--- src/rtl/reduce_pkg.sv ---
// Shared types and elaboration helpers for the pipelined reduction tree.
package reduce_pkg;

   typedef enum logic [1:0] {
      OP_AND  = 2'b00,
      OP_OR   = 2'b01,
      OP_XOR  = 2'b10,
      OP_RSVD = 2'b11
   } op_t;

   // Padding bit that leaves the reduction unchanged: 1 for AND, 0 otherwise.
   function automatic logic identity(op_t op);
      return (op == OP_AND);
   endfunction

   // Two-input node of the tree; the reserved encoding behaves as OR.
   function automatic logic combine(op_t op, logic a, logic b);
      case (op)
         OP_AND:  return a & b;
         OP_XOR:  return a ^ b;
         default: return a | b;
      endcase
   endfunction

   function automatic int imin(int a, int b);
      return (a < b) ? a : b;
   endfunction

   // Number of pipeline stages for an n-bit input with s tree levels per stage.
   function automatic int stage_count(int n, int s);
      int lv;
      int c;
      lv = $clog2(n);
      c  = (lv + s - 1) / s;
      return (c < 1) ? 1 : c;
   endfunction

endpackage

--- src/rtl/reduce_comb.sv ---
// Combinational slice of the reduction tree: LV levels, W bits in, W>>LV bits out.
// W must be a power of two. All levels are kept in one flat vector: level l
// starts at offset 2*W - 2*(W>>l) and is W>>l bits wide.
module reduce_comb
   import reduce_pkg::*;
#(
   parameter int W  = 4,
   parameter int LV = 2
) (
   input  logic [W-1:0]        data,
   input  op_t                 op,
   output logic [(W>>LV)-1:0]  result
);

   localparam int TOT = 2 * W - (W >> LV);

   logic [TOT-1:0] tree;

   assign tree[W-1:0] = data;

   for (genvar l = 0; l < LV; l++) begin : g_lvl
      localparam int SRC = 2 * W - 2 * (W >> l);
      localparam int DST = 2 * W - 2 * (W >> (l + 1));
      for (genvar i = 0; i < (W >> (l + 1)); i++) begin : g_node
         assign tree[DST + i] = combine(op, tree[SRC + 2 * i], tree[SRC + 2 * i + 1]);
      end
   end

   assign result = tree[TOT-1 -: (W >> LV)];

endmodule

--- src/rtl/reduce_tree_pipe.sv ---
// Pipelined AND/OR/XOR reduction tree with identity padding and a per-stage
// valid/ready handshake so empty stages fill even while the output is stalled.
module reduce_tree_pipe
   import reduce_pkg::*;
#(
   parameter int N            = 64,
   parameter int STAGE_LEVELS = 2,
   parameter int TAG_W        = 4
) (
   input  logic             clk,
   input  logic             rst,
   input  logic             in_valid,
   output logic             in_ready,
   input  logic [N-1:0]     in_data,
   input  op_t              in_op,
   input  logic [TAG_W-1:0] in_tag,
   output logic             out_valid,
   input  logic             out_ready,
   output logic             out_result,
   output logic [TAG_W-1:0] out_tag
);

   localparam int LEVELS = $clog2(N);
   localparam int NP     = 1 << LEVELS;
   localparam int L      = stage_count(N, STAGE_LEVELS);

   logic [NP-1:0] padded;

   assign padded[N-1:0] = in_data;
   if (NP > N) begin : g_pad
      assign padded[NP-1:N] = {(NP - N){identity(in_op)}};
   end

   for (genvar s = 0; s < L; s++) begin : g_stage
      localparam int LO = imin(LEVELS, s * STAGE_LEVELS);
      localparam int HI = imin(LEVELS, (s + 1) * STAGE_LEVELS);
      localparam int WI = NP >> LO;
      localparam int WO = NP >> HI;

      logic [WI-1:0]    src;
      op_t              src_op;
      logic [TAG_W-1:0] src_tag;
      logic             src_vld;
      logic             ready;
      logic             dn_ready;
      logic             load;
      logic [WO-1:0]    reduced;
      logic             vld_q;
      logic [WO-1:0]    data_q;
      logic [TAG_W-1:0] tag_q;

      if (s == 0) begin : g_head
         assign src      = padded;
         assign src_op   = in_op;
         assign src_tag  = in_tag;
         assign src_vld  = in_valid;
         assign in_ready = ready;
      end else begin : g_link
         assign src      = g_stage[s-1].data_q;
         assign src_op   = g_stage[s-1].g_body.op_q;
         assign src_tag  = g_stage[s-1].tag_q;
         assign src_vld  = g_stage[s-1].vld_q;
      end

      assign ready = !vld_q || dn_ready;
      assign load  = src_vld && ready;

      reduce_comb #(
         .W  (WI),
         .LV (HI - LO)
      ) u_comb (
         .data   (src),
         .op     (src_op),
         .result (reduced)
      );

      // Stage occupancy: take upstream valid whenever this stage can move.
      always_ff @(posedge clk or posedge rst) begin
         if (rst) begin
            vld_q <= 1'b0;
         end else if (ready) begin
            vld_q <= src_vld;
         end
      end

      if (s == L - 1) begin : g_tail
         assign dn_ready   = out_ready;
         assign out_valid  = vld_q;
         assign out_result = data_q[0];
         assign out_tag    = tag_q;

         // Output register: cleared on reset, updated only on a transfer.
         always_ff @(posedge clk or posedge rst) begin
            if (rst) begin
               data_q <= '0;
               tag_q  <= '0;
            end else if (load) begin
               data_q <= reduced;
               tag_q  <= src_tag;
            end
         end
      end else begin : g_body
         op_t op_q;

         assign dn_ready = g_stage[s+1].ready;

         // Intermediate partial bits, op and tag, captured only on a transfer.
         always_ff @(posedge clk) begin
            if (load) begin
               data_q <= reduced;
               tag_q  <= src_tag;
               op_q   <= src_op;
            end
         end
      end
   end

endmodule

--- config.mk ---
export PLATFORM = sky130hd
export DESIGN_NAME = reduce_tree_pipe
export DESIGN_NICKNAME = d
export VERILOG_FILES = /design/src/rtl/reduce_pkg.sv /design/src/rtl/reduce_comb.sv /design/src/rtl/reduce_tree_pipe.sv
export SDC_FILE = /design/constraint.sdc
export NUM_CORES = 1
export LEC_CHECK = 0
export ABC_AREA = 1
export ABC_CLOCK_PERIOD_IN_PS = 3400
export CAP_MARGIN = 5
export CORE_ASPECT_RATIO = 2
export CORE_MARGIN = 1.5
export CORE_UTILIZATION = 50
export CTS_CLUSTER_SIZE = 10
export DETAILED_ROUTE_END_ITERATION = 12
export GPL_TIMING_DRIVEN = 0
export PLACE_DENSITY = 0.77
export RECOVER_POWER = 25
export SLEW_MARGIN = 10
export SYNTH_ARGS = -nofsm -noshare
export SYNTH_HDL_FRONTEND = slang
export SYNTH_HIERARCHICAL = 1
export SYNTH_SLANG_ARGS = --single-unit
--- constraint.sdc ---
create_clock -name clk -period 3.4 [get_ports clk]
set_input_delay 0.68 -clock clk [delete_from_list [all_inputs] [get_ports clk]]
set_output_delay 0.68 -clock clk [all_outputs]
set_load 0.005 [all_outputs]
After elaboration in Yosys (flattened, before gate mapping)
Cells that the tools add are included.
Cells by class
  equality and inequality tests: 3
  bitwise logic cells: 189
  reductions and logical operators: 12
  multiplexer cells: 63
Operators with widths (count)
  1-bit one-hot mux with 2 select lines: 63
  1-bit bitwise AND: 63
  1-bit bitwise OR: 63
  1-bit XOR: 63
  2-bit == test, second input constant: 3
  2-bit logical NOT: 3
  1-bit logical AND: 3
  1-bit logical NOT: 3
  1-bit logical OR: 3
Word-level totals
  output and inout port bits: 7
  register bits after elaboration: 40
  logic and storage cells: 278

Logic depth before layout (Yosys ltp)
  depth after elaboration: 5
  gate-level depth with buffers: 10

By module
The synthesis kept the hierarchy.
Modules (own cells, without submodules)
  reduce_comb (g_stage[0].u_comb): area each 3065.4 µm², instances 1, cells each 537, seq. area each 0.0 µm²
  reduce_tree_pipe: area each 1292.5 µm², instances 1, cells each 70, seq. area each 1161.1 µm²
  reduce_comb (g_stage[1].u_comb): area each 757.0 µm², instances 1, cells each 135, seq. area each 0.0 µm²
  reduce_comb (g_stage[2].u_comb): area each 198.9 µm², instances 1, cells each 37, seq. area each 0.0 µm²

Worst setup path after synthesis
Ideal clock, no wire load.
  path type: input port to flip-flop
  start: input in_op[0]
  end: register g_stage[0].data_q[14], data pin
  required time: 3.141 ns
  slack: 1.419 ns
  setup time: 0.259 ns
  stages: 10
  data arrival time: 1.723 ns
  buffers on the path: 3
  path through: buf_4 -> nor2_4 -> buf_6 -> buf_6 -> nand2_2 -> nand2_1 -> nor2_1 -> ha_1 -> nand3_1 -> nand3_1
Between the ends
  cells in the longest elaborated chain, start to end: 4
  elaborated cells on any way between the ends: 8
  those cells by class: eq/ne (1); mux (3); bitwise (3); reduce/logical (1)
Ends and longest elaborated chain
  from (decl): line reduce_tree_pipe.sv:15  | input op_t in_op,
  2-bit == test or 2-bit logical NOT (tied branches): line reduce_pkg.sv:18  | case (op)
  1-bit one-hot mux with 2 select lines: line reduce_pkg.sv:18
  1-bit bitwise OR, or another cell as far along: line reduce_pkg.sv:21  | default: return a | b;
  1-bit one-hot mux with 2 select lines *: line reduce_pkg.sv:18
  net g_stage[0].reduced[14]: line reduce_tree_pipe.sv:47  | logic [WO-1:0] reduced;
  to (signal assigned): line reduce_tree_pipe.sv:110  | data_q <= reduced;
  to (decl): line reduce_tree_pipe.sv:49  | logic [WO-1:0] data_q;
The timed path passes the listed nets; every way through them passes the cells marked *.
A chain may end at the register's enable or synchronous reset.

Final worst setup path
  start: input out_ready
  end: output in_ready
Between the ends
  cells in the longest elaborated chain, start to end: 3
Ends and longest elaborated chain
  from (decl): line reduce_tree_pipe.sv:18  | input logic out_ready,
  1-bit logical OR (3 in a row): line reduce_tree_pipe.sv:65  | assign ready = !vld_q || dn_ready;
  to (decl): line reduce_tree_pipe.sv:13  | output logic in_ready,
No other way between the ends.

==> out/metrics.cfg <==
[status]
status=finished, final reports clean

[placement]
gp_congestion=0.787
portBuffers=80
dpl.hpwl_microns=8640

[grt]
grt-ovfl-total=0
antenna_found_initial=0
grt_max_degree=23
grt_pass1_wl_microns=17700
track_usage=0.197
grt_pass1_vias=4520

[cts]
cts_htree_levels=2
clock-root-buffer=clkbuf_16
cts_hold_buf=0
cts_resized=0
cts_buffers=5
cts_tree=done
clockBufferDepth=2
cts_num_sinks=40
clk_pin_slew_ns=0.06
cts_setup_buffers=0
clk_latency_ns=0.28

[die]
die_w_microns=75.9
dieArea_sq_um=11300
start_util=0.510
fp-row-count=53
die_h_microns=149
io_pins=81
core_sq_um=10400

[synth]
netlist_top_cells_area=ha_1 (30%), edfxtp_1 (18%), nand2_1 (14%), inv_1 (12%), nand3_1 (8.5%)
syn-num-nets=979
synthCells=779
synth_seq_area_share=0.219
synth.distinct_cells=19
netlist_area_sq_um=5310
synth.top_cell.area_share=0.297
synth_area_per_cell_sq_um=6.82
ys_warn_count=6
synth-seq-cells=40
synth_top_area_cell=ha_1

[timing]
max-slew-margin-rel=0.449
slew_viol_final=0
fmax_mhz=385
whs_ns=0.418
period_minus_slack_ns=2.60
hold_viol=0
period_share=0.764
tns_ns=0
clock_skew_ns=0.00421
finalSetupViolCount=0
rsz0062_at_grt=no
worstMarginPinSlew_ns=0.826

[route]
met2WireLength_microns=6040
vias_per_cell=4.71
wl_per_cell_microns=10.2
top_layer_used=met4
drtIter0Drc=140
drt_first_pass_iters=6
drt-total-wl_microns=10300
wl_met3_microns=305
drcViolationCount=0
vias=4732
drtAntennaViolNets=0
met1_length_microns=3760

[cells_and_area]
syn_to_final_growth_pct=21.1
multi_input_area_sq_um=3320
nNetsFinal=1066
num_antenna_cells=0
drive_above_1_share=0.0554
final_common_cell=nand2_1
final_cell_mix=nand2_1 (202), inv_1 (176), ha_1 (126)
seq_area_sq_um=1160
fillCellCount=973

[setup_path]
cp-end-kind=output pin
arrival_ns=1.92
worstSetupStartpointType=input port
worst_ep_required_time_ns=2.72
worstPathMaxFanout=3
crit_type=in -> out

[run]
maxCapViolCount=0

[pwr]
cellPowerDensity_nw_per_um2=289
ir_drop_mv=0.212
leakage_nw=3.74

[min_path]
min_path_type=reg -> reg

critical path, stage by stage:
cell	delay (ns)
dlygate4sd3_1	0.53
inv_1	0.10
nand4_1	0.13
clkdlybuf4s50_1	0.47
routing by layer:
metal  vias to the layer above  GRT usage
li1                       2515          -
met2                        74      0.397
met4                         0     0.0679
met1                      2129      0.190
met3                        14     0.0189
met5                         -          0
registers in the layout (all words and copies together), names as in the netlist:
name,flops
out_tag,4
out_result,1
g_stage.vld_q,2
g_stage.tag_q,8
g_stage.data_q,20
out_valid,1
g_stage.g_body.op_q,4
final cells by class:
type                    instances  share of cell area
repair buffers                 80               0.124
clock inverters                 3             0.00369
clock buffers                   5              0.0194
well taps                     137              0.0266
multi-input cells             537               0.516
inverters                     179               0.104
flip-flops and latches         40               0.180
plain buffers                  23              0.0247
power by group:
part           internal [W]  switching (W)
Sequential         0.000622      0.0000412
Clock              0.000272       0.000188
Combinational      0.000349       0.000389
Total               0.00124       0.000618
worst paths after layout:
kind                                            from  cells past startpoint              endpoint  slack (ns)
setup / recovery                           out_ready                      4              in_ready        0.80
min in group asynchronous                        rst                      2      g_stage[0].vld_q        0.78
hold reg to reg                  g_stage[0].tag_q[0]                      0   g_stage[1].tag_q[0]        0.42
max in group asynchronous                        rst                      2            out_tag[0]        2.38
setup reg to reg           g_stage[0].g_body.op_q[0]                      8  g_stage[1].data_q[3]        1.52
hold / removal                   g_stage[0].tag_q[0]                      0   g_stage[1].tag_q[0]        0.42
cells in the mapped netlist (all sizes together):
library cell  number
nand2            209
dfrtp              8
clkbuf             2
nor2              90
inv              179
ha               126
or2               21
edfxtp            32
nand3             90
nand4              1
buf               21
cells by family after synthesis:
| kind of cell | share of synthesized area |
|---|---|
| and+or+nand+nor | 0.328 |
| buffers and inverters | 0.156 |
| adders and majority gates | 0.297 |
| DFF | 0.219 |
through the flow:
stage          total power, W  cells  area (sq um)  worst slack (ns)  utilization
6_report              0.00186   1004          6430             0.804        0.618
5_1_grt               0.00203   1004          6430             0.737        0.618
4_1_cts               0.00189   1004          6430             0.886        0.618
3_5_place_dp          0.00142    996          6290             0.764        0.604
3_3_place_gp          0.00139    996          6290             0.750        0.604
2_1_floorplan         0.00114    779          5310              1.42            -
No activity file was read; power rests on OpenSTA's default activity.
